--- src/rtl/boxhead_gfx_pkg.sv ---
// Shared graphics definitions for the boxhead frame-buffer path: screen
// geometry, pixel/coordinate widths and the sprite blitter state encoding.
package boxhead_gfx_pkg;

    localparam int SCREEN_W = 640;
    localparam int SCREEN_H = 480;
    localparam int COORD_W  = 10;
    localparam int COLOR_W  = 16;
    localparam int DIM_W    = 7;   // sprite width/height, 0..64

    typedef enum logic [1:0] {
        IDLE  = 2'd0,
        PRIME = 2'd1,
        DRAW  = 2'd2
    } blit_state_e;

endpackage

--- src/rtl/blit_pixel_qual.sv ---
// Per-pixel screen position and write qualification for the sprite blitter.
// Sums are one bit wider than a coordinate so that a wrap past 1023 lands
// off-screen instead of aliasing back onto the visible area.
module blit_pixel_qual
    import boxhead_gfx_pkg::*;
(
    input  logic [COORD_W-1:0] x0_i,
    input  logic [COORD_W-1:0] y0_i,
    input  logic [DIM_W-1:0]   col_i,
    input  logic [DIM_W-1:0]   row_i,
    input  logic [COLOR_W-1:0] data_i,
    input  logic [COLOR_W-1:0] key_i,
    output logic [COORD_W:0]   x_sum_o,
    output logic [COORD_W:0]   y_sum_o,
    output logic               write_o
);

    localparam logic [COORD_W:0] X_LIM = (COORD_W+1)'(SCREEN_W);
    localparam logic [COORD_W:0] Y_LIM = (COORD_W+1)'(SCREEN_H);

    // Screen position of the current sprite pixel, then clip and colour-key test.
    always_comb begin
        x_sum_o = {1'b0, x0_i} + {{(COORD_W+1-DIM_W){1'b0}}, col_i};
        y_sum_o = {1'b0, y0_i} + {{(COORD_W+1-DIM_W){1'b0}}, row_i};
        write_o = (data_i != key_i) && (x_sum_o < X_LIM) && (y_sum_o < Y_LIM);
    end

endmodule

--- src/rtl/sprite_blitter.sv ---
// Sprite blitter: accepts a rectangular draw command, walks the sprite ROM
// row-major and loads one pixel per controller write slot onto program_*.
//
//   state | meaning
//   IDLE  | ready for a command; slot edges present program_write = 0
//   PRIME | one cycle while the ROM registers the base address
//   DRAW  | one pixel loaded per slot_tick edge until the last pixel
module sprite_blitter
    import boxhead_gfx_pkg::*;
#(
    parameter int ROM_AW = 16
) (
    input  logic                sram_clk,
    input  logic                reset,
    input  logic                slot_tick,
    input  logic                frame_start,
    input  logic                cmd_valid,
    output logic                cmd_ready,
    input  logic [COORD_W-1:0]  cmd_x,
    input  logic [COORD_W-1:0]  cmd_y,
    input  logic [DIM_W-1:0]    cmd_w,
    input  logic [DIM_W-1:0]    cmd_h,
    input  logic [ROM_AW-1:0]   cmd_base,
    input  logic [COLOR_W-1:0]  cmd_key,
    output logic [ROM_AW-1:0]   rom_addr,
    input  logic [COLOR_W-1:0]  rom_data,
    output logic [COORD_W-1:0]  program_x,
    output logic [COORD_W-1:0]  program_y,
    output logic [COLOR_W-1:0]  program_data,
    output logic                program_write,
    output logic                busy,
    output logic                overrun
);

    blit_state_e        state_q, state_d;
    logic [COORD_W-1:0] x0_q, x0_d, y0_q, y0_d;
    logic [DIM_W-1:0]   w_q, w_d, h_q, h_d;
    logic [DIM_W-1:0]   col_q, col_d, row_q, row_d;
    logic [COLOR_W-1:0] key_q, key_d;
    logic [ROM_AW-1:0]  rom_addr_q, rom_addr_d;
    logic [COORD_W-1:0] px_q, px_d, py_q, py_d;
    logic [COLOR_W-1:0] pdata_q, pdata_d;
    logic               pwrite_q, pwrite_d;
    logic               overrun_q, overrun_d;

    logic [COORD_W:0]   x_sum, y_sum;
    logic               qual_write;
    logic               last_col, last_row;

    blit_pixel_qual u_qual (
        .x0_i    (x0_q),
        .y0_i    (y0_q),
        .col_i   (col_q),
        .row_i   (row_q),
        .data_i  (rom_data),
        .key_i   (key_q),
        .x_sum_o (x_sum),
        .y_sum_o (y_sum),
        .write_o (qual_write)
    );

    assign last_col = (col_q == (w_q - 7'd1));
    assign last_row = (row_q == (h_q - 7'd1));

    // Next-state logic: command capture, pixel load/advance and frame abort.
    always_comb begin
        state_d    = state_q;
        x0_d       = x0_q;
        y0_d       = y0_q;
        w_d        = w_q;
        h_d        = h_q;
        key_d      = key_q;
        col_d      = col_q;
        row_d      = row_q;
        rom_addr_d = rom_addr_q;
        px_d       = px_q;
        py_d       = py_q;
        pdata_d    = pdata_q;
        pwrite_d   = pwrite_q;
        overrun_d  = 1'b0;

        case (state_q)
            IDLE: begin
                if (slot_tick) pwrite_d = 1'b0;
                if (cmd_valid) begin
                    x0_d       = cmd_x;
                    y0_d       = cmd_y;
                    w_d        = cmd_w;
                    h_d        = cmd_h;
                    key_d      = cmd_key;
                    rom_addr_d = cmd_base;
                    col_d      = '0;
                    row_d      = '0;
                    // Zero-area sprites are swallowed without leaving IDLE.
                    if ((cmd_w != '0) && (cmd_h != '0)) state_d = PRIME;
                end
            end
            PRIME: begin
                if (frame_start) begin
                    state_d   = IDLE;
                    pwrite_d  = 1'b0;
                    overrun_d = 1'b1;
                end else begin
                    state_d = DRAW;
                    if (slot_tick) pwrite_d = 1'b0;
                end
            end
            DRAW: begin
                if (frame_start) begin
                    state_d   = IDLE;
                    pwrite_d  = 1'b0;
                    overrun_d = 1'b1;
                end else if (slot_tick) begin
                    px_d       = x_sum[COORD_W-1:0];
                    py_d       = y_sum[COORD_W-1:0];
                    pdata_d    = rom_data;
                    pwrite_d   = qual_write;
                    rom_addr_d = rom_addr_q + ROM_AW'(1);
                    if (last_col) begin
                        col_d = '0;
                        if (last_row) state_d = IDLE;
                        else          row_d   = row_q + 7'd1;
                    end else begin
                        col_d = col_q + 7'd1;
                    end
                end
            end
            default: state_d = IDLE;
        endcase
    end

    // State and output registers with synchronous reset.
    always_ff @(posedge sram_clk) begin
        if (reset) begin
            state_q    <= IDLE;
            x0_q       <= '0;
            y0_q       <= '0;
            w_q        <= '0;
            h_q        <= '0;
            key_q      <= '0;
            col_q      <= '0;
            row_q      <= '0;
            rom_addr_q <= '0;
            px_q       <= '0;
            py_q       <= '0;
            pdata_q    <= '0;
            pwrite_q   <= 1'b0;
            overrun_q  <= 1'b0;
        end else begin
            state_q    <= state_d;
            x0_q       <= x0_d;
            y0_q       <= y0_d;
            w_q        <= w_d;
            h_q        <= h_d;
            key_q      <= key_d;
            col_q      <= col_d;
            row_q      <= row_d;
            rom_addr_q <= rom_addr_d;
            px_q       <= px_d;
            py_q       <= py_d;
            pdata_q    <= pdata_d;
            pwrite_q   <= pwrite_d;
            overrun_q  <= overrun_d;
        end
    end

    assign cmd_ready     = (state_q == IDLE);
    assign busy          = (state_q != IDLE);
    assign rom_addr      = rom_addr_q;
    assign program_x     = px_q;
    assign program_y     = py_q;
    assign program_data  = pdata_q;
    assign program_write = pwrite_q;
    assign overrun       = overrun_q;

endmodule

--- config.mk ---
export PLATFORM = sky130hd
export DESIGN_NAME = sprite_blitter
export DESIGN_NICKNAME = d
export VERILOG_FILES = /design/src/rtl/boxhead_gfx_pkg.sv /design/src/rtl/blit_pixel_qual.sv /design/src/rtl/sprite_blitter.sv
export SDC_FILE = /design/constraint.sdc
export NUM_CORES = 1
export LEC_CHECK = 0
export ABC_AREA = 1
export BUFFER_PORTS_ARGS = -buffer_cell sky130_fd_sc_hd__buf_2
export CAP_MARGIN = 20
export CORE_MARGIN = 1
export CORE_UTILIZATION = 35
export CTS_CLUSTER_DIAMETER = 150
export DETAILED_ROUTE_END_ITERATION = 6
export GPL_TIMING_DRIVEN = 0
export MAX_ROUTING_LAYER = met4
export SLEW_MARGIN = 20
export SYNTH_ARGS = -nofsm -noshare
export SYNTH_HDL_FRONTEND = slang
export SYNTH_SLANG_ARGS = --single-unit
--- constraint.sdc ---
create_clock -name sram_clk -period 4.8 [get_ports sram_clk]
set_clock_uncertainty 0.1 [all_clocks]
set_input_delay 0.96 -clock sram_clk [delete_from_list [all_inputs] [get_ports sram_clk]]
set_output_delay 0.96 -clock sram_clk [all_outputs]
set_load 0.01 [all_outputs]
Yosys cells after proc, flatten, opt, wreduce, memory -nomap -nowiden
Cells that the tools add are included.
- multiplexer cells: 28
- reductions and logical operators: 17
- $add $sub $neg: 7
- bitwise gates (word level): 2
- magnitude comparators: 2
- equal/unequal tests: 14
- operator list (kind ; number):
    two-way mux 7 bit ; 8
    two-way mux 16 bit ; 3
    case mux 16 bit (2 select lines) ; 1
    case mux 7 bit (2 select lines) ; 2
    adder 10 x 7 -> 11 bit ; 2
    adder 16 x 1 -> 16 bit, second input constant ; 1
    inequality test 16 bit ; 1
    adder 7 x 1 -> 7 bit, second input constant ; 2
    == test 7 bit ; 2
    two-way mux 2 bit ; 7
    nonzero test 7 bit ; 2
    subtractor 7 x 1 -> 7 bit, second input constant ; 2
    < comparator 11 x 10 -> 1 bit, second input constant ; 1
    < comparator 11 x 9 -> 1 bit, second input constant ; 1
    inequality test 2 bit, second input constant ; 5
    inequality test 3 bit, second input constant ; 3
    case mux 2 bit (3 select lines) ; 1
    AND reduction 6 bit ; 1
    two-way mux 1 bit ; 5
    AND reduction 5 bit ; 1
    AND reduction 2 bit ; 2
    AND reduction 4 bit ; 1
    nonzero test 2 bit ; 2
    OR reduction 2 bit ; 2
    other kinds (9) ; 12
- flip-flop bits (word level): 120
- output and inout bits: 56

Logic depth before layout (Yosys ltp)
Gate-level depths: netlist of run 1.
- depth in word-level cells: 7
- depth in mapped cells: 15

By module
A second synthesis of run 1 with hierarchy kept.
- cell total of the unflattened synthesis: 1020
- area total of the unflattened synthesis: 6756.5 um^2
- by module, submodules not included (module ; seq. area each (um^2) ; area each (um^2) ; times used ; cells an instance):
    sprite_blitter ; 2402.3 ; 5516.5 ; 1 ; 773
    blit_pixel_qual ; 0.0 ; 1239.9 ; 1 ; 247

Worst setup path after synthesis of run 1
OpenSTA, ideal clock, no wires.
- kind: input -> register
- from: input frame_start
- to: register col_q[6]
- setup slack: 2602 ps
- arrival: 2027 ps
- setup time: 71 ps
- required time: 4629 ps
- stages: 10
- cell sequence: inv_1 -> nand2_2 -> o21ai_0 -> inv_1 -> nor2_4 -> nand2_2 -> nor3_2 -> nand3_1 -> or2_0 -> a21oi_1
- word-level cells in the longest chain between the ends: 2
- RTL lines (what ; RTL line ; source):
    start, declared ; sprite_blitter.sv:16 ; input logic frame_start,
    inequality test 2 bit (no source line) ; n/a ;
    AND reduction 4 bit (no source line) ; n/a ;
    end signal, assigned ; sprite_blitter.sv:156 ; col_q <= col_d;
    end, declared ; sprite_blitter.sv:38 ; logic [DIM_W-1:0] col_q, col_d, row_q, row_d;
No other way between the ends.
A chain may end at the register's enable or synchronous reset.

Final worst setup path of run 1
- from: register col_q[0]
- to: register pwrite_q, in the netlist program_write
- word-level cells in the longest chain between the ends: 7
- RTL lines (what ; RTL line ; source):
    adder 10 x 7 -> 11 bit ; blit_pixel_qual.sv:23 ; x_sum_o = {1'b0, x0_i} + {{(COORD_W+1-DIM_W){1'b0}}, col_i};
    < comparator 11 x 10 -> 1 bit ; blit_pixel_qual.sv:25 ; write_o = (data_i != key_i) && (x_sum_o < X_LIM) && (y_sum_o < Y_LIM);
    logical AND 1 bit (2 in series) ; blit_pixel_qual.sv:25 ;
    two-way mux 1 bit ; sprite_blitter.sv:113 ; end else if (slot_tick) begin
    two-way mux 1 bit ; sprite_blitter.sv:109 ; if (frame_start) begin
    case mux 1 bit (3 select lines) ; sprite_blitter.sv:82 ; case (state_q)
    end signal, assigned ; sprite_blitter.sv:162 ; pwrite_q <= pwrite_d;
    end, declared ; sprite_blitter.sv:43 ; logic pwrite_q, pwrite_d;
No other way between the ends. The select of a mux whose other input is x is not followed.

==> results.cfg, run 1 <==
[outcome]
outcome = finished, final reports clean

[clock_tree]
cts_root_buf = clkbuf_16
clockBufferDepth = 2
clk_latency_ps = 420
cts_hold_buf = 0
htree_levels = 4
cts_tree = built
post_cts_buffers = 0
clk_pin_slew_ps = 60
cts_made_buffers = 17
cts_resized = 0
clock_sinks = 120

[logic_synthesis]
syn_avg_cell_area_um2 = 6.74
async_reset_ff_share_pct = 0
syn_area_um2 = 6450
yosys.cell_types.count = 37
synth_warnings = 0
seq_area_frac_synth_pct = 37.2
yosys_most_used_dff = dfxtp_1
synth-edff-count = 0
ys_ff_latch = 120
syn_inst = 958
syn_nets = 1070

[timing]
period_minus_slack_ps = 2560
fin_tns_setup_ps = 0
post-route-period-util_pct = 53.3
rsz0062_at_grt = no
worst_pin_slew_ps = 673
hold_viol_final = 0
setup_viol = 0
slew_violations = 0
relSlewSlack_pct = 55.1
setup_slack_ps = 2240
max_freq_mhz = 391

[die]
coreArea_um2 = 18000
initial_core_util_pct = 35.8
die_w_um = 138
ios = 143
fp.dieH_um = 138
rows = 49
dieArea_um2 = 19000

[layout]
finalNetCount = 1230
drive_gt1_share_pct = 16.5
syn_to_final_growth_pct = 24.3
final_cells = 1358

[placement]
place.gp.congestion = 0.927
hpwl_um = 15300
place_inst = 1328
port_buffers = 141
place_ws_ps = 1870

[global_route]
grt_max_degree = 17
grt_usage_pct = 22.9
grt_pass1_vias = 6250
grt_first_pass_wirelength_um = 31800
overflow = 0
grt_antenna_before_repair = 1

[power]
powerDensity_nw_per_um2 = 491
peakVddDrop_v = 0.000320
cellLeakagePower_nw = 3.89

[setup_path]
arrival_ps = 2810
path_class = reg2reg
end_kind = register
start_kind = register
critPathSlowestCell = dfxtp_1
critPathMaxStageDelay_ps = 450
cp_common_cell = nand2_1
crit_fanout = 6
worstPathRequired_ps = 5050
cp_cell_sequence = ha_1, inv_1, fa_1, o21ai_0, nand3_1, nand2_1, nand2_1, nand2_1, nand2_1, nand2_1, nand3_1, a21oi_1

[routing]
drtAntennaViolNets = 0
wl_um = 20100
first_iter_violations = 271
drt_pass1_iterations = 7
vias = 6611
vias_per_cell = 4.87
drc = 0
wire_per_inst_um = 14.8

[worst_hold_path]
hold_class = reg2reg

[flow_run]
max_cap_violations = 0
-- power by group --
group / leakage, nW / switching (mW) / internal [mW]
combinational: 2.63 / 0.813 / 0.460
sequential: 0.983 / 0.196 / 1.19
clock: 0.280 / 0.464 / 0.814
total: 3.89 / 1.47 / 2.46
-- cell usage in the layout (no fill, tap or decap), types with 4 or more instances in the layout --
cell,n
a211oi_1,5
xnor2_1,10
nor3_1,7
nand2_1,192
buf_2,144
clkinv_2,5
nor2_1,145
inv_1,104
dfxtp_1,120
nand4_1,7
o21bai_1,8
or2_2,4
clkbuf_16,17
a21oi_1,75
nand3_1,58
o21ai_0,104
inv_2,4
xor2_1,24
o211ai_1,5
ha_1,23
clkbuf_1,33
-- cell type report --
class | count | area [um^2]
fill | 1925 | 10000
multi-input combinational | 694 | 3510
sequential | 120 | 2400
timing repair buffer | 141 | 706
clock buffer | 19 | 443
inverter | 108 | 405
tap | 229 | 287
buffer | 36 | 139
clock inverter | 10 | 130
antenna | 1 | 2.50
-- worst max-delay path, delay by kind of cell (launching register included) --
| family | cells | cell delay [ps] |
|---|---|---|
| fa+ha+maj | 2 | 640 |
| simple gates | 7 | 640 |
| compound gates | 2 | 590 |
| flops | 1 | 450 |
| buf+inv | 1 | 60 |
-- logic make-up (layout without fill, tap and decap cells) --
family / after synthesis / in the layout / synth area share (%)
adders and majority gates: 25 / 25 / 5.08
buffers and inverters: 144 / 314 / 8.43
other: 0 / 1 / 0
and+or+nand+nor: 425 / 425 / 27.1
AOI/OAI and AO/OA: 210 / 210 / 17.6
DFF: 120 / 120 / 37.2
xor gates and xnor gates: 34 / 34 / 4.61
-- stage by stage --
| stage | power (mW) | area, um^2 | util, % | hold WS, ps |
|---|---|---|---|---|
| 3_3_place_gp | 2.66 | 7450 | 41.3 | 356 |
| 5_1_grt | 4.21 | 8020 | 44.5 | 377 |
| 4_1_cts | 3.95 | 8020 | 44.5 | 370 |
| 2_1_floorplan | 2.24 | 6450 | - | 344 |
| 6_report | 3.94 | 8020 | 44.5 | 370 |
| 3_5_place_dp | 2.67 | 7450 | 41.3 | 362 |
-- metal layers --
layer,global-route usage (%),vias up,routed length (um)
li1,-,3424,-
met4,8.76,0,430
met3,5.92,32,1500
met5,-,-,0
met2,35.5,219,8890
met1,28.5,2936,9290
-- cells in the mapped netlist (8+ instances only) --
cell type    n  area [um^2]
a21oi_1     75          375
clkbuf_1    32          120
dfxtp_1    120         2400
ha_1        23          288
inv_1      104          390
nand2_1    192          721
nand3_1     58          290
nor2_1     145          544
o21ai_0    104          521
o21bai_1     8         60.1
xnor2_1     10         87.6
xor2_1      24          210
-- path summary, 6_finish.rpt --
| check | start | end | slack [ps] | cells after the start |
|---|---|---|---|---|
| worst max-delay path | col_q[0] | program_write | 2240 | 12 |
| worst min-delay path | key_q[10] | key_q[10] | 370 | 2 |
| worst max register to register | col_q[0] | program_write | 2240 | 12 |
| worst min register to register | key_q[10] | key_q[10] | 370 | 2 |
-- registers in the layout, indices dropped and copies added (netlist names) --
name           cells
key_q             16
program_data      16
rom_addr          16
program_x         10
program_y         10
x0_q              10
y0_q              10
col_q              7
h_q                7
row_q              7
w_q                7
state_q            2
overrun            1
program_write      1
Note: power is estimated with default switching activity, not from simulation.
==> run 2, diff against run 1 <==
Settings changed: ABC_AREA 1 to 0.
Clock period 4.8 ns to 2.5 ns, I/O delays scaled along.
==> results.cfg, run 2 <==
[die]
initial_core_util_pct = 35.9
dieArea_um2 = 18300
coreArea_um2 = 17300
fp.dieH_um = 135
rows = 48
ios = 143
die_w_um = 135

[logic_synthesis]
yosysTopAreaCellShare_pct = 38.7
synth-compound-area-share_pct = 20.9
synthTopCellsByArea = dfxtp_1, nand2_1, a21oi_1, ha_1, xor2_1
synthXorXnorAreaFrac_pct = 6.65
synthAdderAreaFrac_pct = 5.28
synth-edff-count = 0
syn_nets = 912
async_reset_ff_share_pct = 0
syn_area_um2 = 6210
seq_area_frac_synth_pct = 38.7
syn_avg_cell_area_um2 = 7.76
yosys_most_used_dff = dfxtp_1
ys_ff_latch = 120
synthTopCellsByCount = nand2_1, dfxtp_1, a21oi_1
synth_top_family_by_area = simple AND/OR/NAND/NOR gates
synth.most_common_cell = nand2_1
yosys.cell_types.count = 63
synthSimpleGateAreaFrac_pct = 24.0
syn_inst = 800
synth_warnings = 0
synthMuxAreaShare_pct = 0.323
synth_top_cell_by_area = dfxtp_1

[timing]
relSlewSlack_pct = 49.7
rsz0062_at_grt = yes
slew_violations = 0
whs_ps = 212
period_minus_slack_ps = 2710
worst_pin_slew_ps = 746
max_freq_mhz = 368
post-route-period-util_pct = 109
setup_viol = 9
setup_slack_ps = -215
hold_viol_final = 0

[clock_tree]
cts_hold_buf = 0
clk_pin_slew_ps = 60
cts_tree = built
clk_latency_ps = 420
cts_made_buffers = 17
cts_root_buf = clkbuf_16
htree_levels = 4
clock_sinks = 120
clockBufferDepth = 2

[setup_path]
path_class = reg2reg
arrival_ps = 2960
crit_family = simple AND/OR/NAND/NOR gates
crit_fanout = 5
end_kind = register
cp_cell_sequence = inv_4, ha_4, nor2b_4, or3_1, a31o_4, o41ai_4, nand3b_1, buf_6, or4_1, a21oi_2
start_kind = register
critPathSlowestCell = or4_1
critPathMaxStageDelay_ps = 420
critPathBufInv = 2
worstPathRequired_ps = 2750

[worst_hold_path]
hold_class = in2reg

[layout]
drive_gt1_share_pct = 24.3
layout_common_cells = nand2_1, buf_2, dfxtp_1
final_common_cell = nand2_1
syn_to_final_growth_pct = 31.4
final_util_pct = 47.1
fin_area_um2 = 8150
finalNetCount = 1088
final_cells = 1216
nFillCells = 1761

[routing]
vias_per_cell = 5.24
drc = 0
vias = 6373
wl_um = 20100
drtAntennaViolNets = 0
drt_pass1_iterations = 4
first_iter_violations = 435
wire_per_inst_um = 16.5

[outcome]
outcome = complete, but fails checks
violations = setup timing

[global_route]
grt_usage_pct = 23.1
grt_pass1_vias = 6130
grt_max_degree = 17
grt_first_pass_wirelength_um = 31100
grt_antenna_before_repair = 2
overflow = 0

[placement]
place.gp.congestion = 0.912
hpwl_um = 14600
place_inst = 1167
port_buffers = 142
placed_cell_area_um2 = 7220

[power]
powerDensity_nw_per_um2 = 684
cellLeakagePower_nw = 3.36
peakVddDrop_v = 0.000527

[flow_run]
max_cap_violations = 0
==> run 2: changes by cell type in the layout (fill, tap and decap cells not counted), moves of 18 or more <==
| cell | delta |
|---|---|
| a21oi_1 | +31 |
| buf_4 | +18 |
| inv_1 | -84 |
| nand3_1 | -44 |
| nor2_1 | -108 |
| o21ai_0 | -82 |
==> run 2: what timing repair did <==
action,4_1_cts,5_1_grt
cloned,1,0
setup buffers,11,7
setup endpoints to repair,65,49
pin swaps,12,10
resized for setup,34,19
==> run 2: area by class of cell <==
cell class	count	area, um^2	area share, %
antenna	2	5.00	0.0614
buffer	38	161	1.98
clock buffer	18	439	5.39
clock inverter	14	199	2.44
inverter	25	96.3	1.18
multi-input combinational	614	3690	45.3
sequential	120	2430	29.8
tap	225	282	3.45
timing repair buffer	160	846	10.4
==> run 2: final timing paths <==
kind | end | slack, ps | from | cells past startpoint
hold / removal | key_q[1] | 210 | cmd_key[1] | 3
setup / recovery | row_q[5] | -210 | w_q[0] | 10
setup reg to reg | row_q[5] | -210 | w_q[0] | 10
hold reg to reg | program_x[3] | 350 | program_x[3] | 2
==> run 2: per-layer routing <==
layer | track usage [%] | wire length (um) | share of wire (%) | vias to the layer above
li1 | - | - | - | 3142
met1 | 27.8 | 8960 | 45 | 2983
met3 | 5.76 | 1230 | 6.1 | 35
met2 | 36.7 | 9330 | 47 | 213
met4 | 9.49 | 537 | 2.7 | 0
met5 | - | 0 | 0 | -
==> run 2: where the power goes <==
group / switching [mW] / internal [mW]
Clock: 0.942 / 1.70
Sequential: 0.101 / 2.01
Combinational: 0.471 / 0.349
==> run 2: cells by family after synthesis <==
family,count (synthesis)
buf+inv,66
simple gates,331
compound gates,212
mux,2
flops,120
fa+ha+maj,25
xor+xnor,44
==> run 2: through the flow <==
step | setup TNS, ps | power [mW] | setup WS [ps]
final | -1050 | 5.57 | -215
after global routing | -2190 | 5.80 | -307
after CTS | -688 | 5.58 | -165
after detailed placement | -22560 | 2.89 | -734
after global placement | -20500 | 2.88 | -714
after floorplan | 0 | 2.60 | 4.14
==> run 2: tightest hold or removal path: cells and delay by family <==
family / cells / cell delay [ps]
buffers and inverters: 1 / 90
and+or+nand+nor: 1 / 40
AOI/OAI and AO/OA: 1 / 50
==> run 3, diff against run 2 <==
Settings changed: ABC_AREA 0 to 1.
==> results.cfg, run 3 (synthesized netlist as in run 1, its figures left out) <==
[worst_hold_path]
hold_class = in2reg

[routing]
drc = 1
drtAntennaViolNets = 0
wire_per_inst_um = 14.8
first_iter_violations = 344
drt_pass1_iterations = 7
vias_per_cell = 4.88
wl_um = 20200
vias = 6628

[clock_tree]
post_cts_buffers = 0
cts_root_buf = clkbuf_16
cts_tree = built
clockBufferDepth = 2
clock_sinks = 120
clk_pin_slew_ps = 60
cts_resized = 1
cts_hold_buf = 0
htree_levels = 4
cts_made_buffers = 17
clk_latency_ps = 420

[power]
power_mw = 7.57
powerDensity_nw_per_um2 = 942
cellLeakagePower_nw = 3.90
peakVddDrop_v = 0.000615

[global_route]
overflow = 0
grt_pass1_vias = 6250
grt_antenna_before_repair = 1
grt_usage_pct = 22.9
grt_first_pass_wirelength_um = 31800
grt_max_degree = 17

[layout]
layout_common_cells = nand2_1, nor2_1, buf_2
finalNetCount = 1230
final_util_pct = 44.6
final_cells = 1358
drive_gt1_share_pct = 17.2
nFillCells = 1921
fin_area_um2 = 8040
final_common_cell = nand2_1
syn_to_final_growth_pct = 24.5

[placement]
hpwl_um = 15300
place_inst = 1328
place.gp.congestion = 0.927
place_ws_ps = 17.9
placed_cell_area_um2 = 7450
port_buffers = 141

[timing]
max_freq_mhz = 435
fin_tns_setup_ps = 0
slew_violations = 0
whs_ps = 223
setup_viol = 0
hold_viol_final = 0
worst_pin_slew_ps = 695
rsz0062_at_grt = no
post-route-period-util_pct = 91.9
relSlewSlack_pct = 53.7
setup_slack_ps = 202
period_minus_slack_ps = 2300

[setup_path]
worstPathRequired_ps = 2730
crit_family = buffers and inverters
path_class = reg2reg
arrival_ps = 2530
end_kind = register
cp_cell_sequence = inv_1, ha_1, inv_2, o22ai_1, nor2_4, inv_2, buf_2, a21oi_1, a211oi_1
cp_common_cell = inv_2
critPathSlowestCell = dfxtp_1
start_kind = register
crit_fanout = 10
critPathMaxStageDelay_ps = 350
critPathBufInv = 4

[die]
die_w_um = 138
rows = 49
fp.dieH_um = 138
coreArea_um2 = 18000
dieArea_um2 = 19000
ios = 143
initial_core_util_pct = 35.8

[outcome]
outcome = complete, but fails checks
violations = DRC

[flow_run]
max_cap_violations = 0
[run 3: final timing paths]
| kind | startpoint | to | slack, ps | cells after the start |
|---|---|---|---|---|
| worst max-delay path | state_q[0] | rom_addr[10] | 200 | 9 |
| worst min-delay path | cmd_x[3] | x0_q[3] | 220 | 3 |
| worst max register to register | state_q[0] | rom_addr[10] | 200 | 9 |
| worst min register to register | key_q[10] | key_q[10] | 370 | 2 |
[run 3: routing by layer]
| layer | global-route usage (%) | up-vias | wire length [um] |
|---|---|---|---|
| met1 | 28.5 | 2944 | 9190 |
| met2 | 35.5 | 231 | 8960 |
| met4 | 8.76 | 0 | 403 |
| met3 | 5.92 | 28 | 1590 |
| met5 | - | - | 0 |
| li1 | - | 3425 | - |
[run 3: tightest hold or removal path: cells and delay by family]
family | cells | cell delay [ps]
buffers and inverters | 1 | 70
AND/OR/NAND/NOR | 1 | 70
AO/OA/AOI/OAI | 1 | 70
[run 3: area by class of cell]
cell class | instances | area, um^2 | area share, %
inverters | 108 | 405 | 5.04
diodes | 1 | 2.50 | 0.0311
multi-input cells | 694 | 3520 | 43.8
clock buffers | 19 | 443 | 5.51
repair buffers | 141 | 706 | 8.78
plain buffers | 36 | 141 | 1.76
well taps | 229 | 287 | 3.56
clock inverters | 10 | 130 | 1.62
flip-flops and latches | 120 | 2410 | 29.9
[run 3: report_power, final]
group / leakage (nW) / internal, mW / switching, mW / total [mW]
Clock: 0.280 / 1.56 / 0.887 / 2.45
Sequential: 0.985 / 2.29 / 0.378 / 2.67
Combinational: 2.63 / 0.886 / 1.57 / 2.45
Total: 3.90 / 4.74 / 2.83 / 7.57
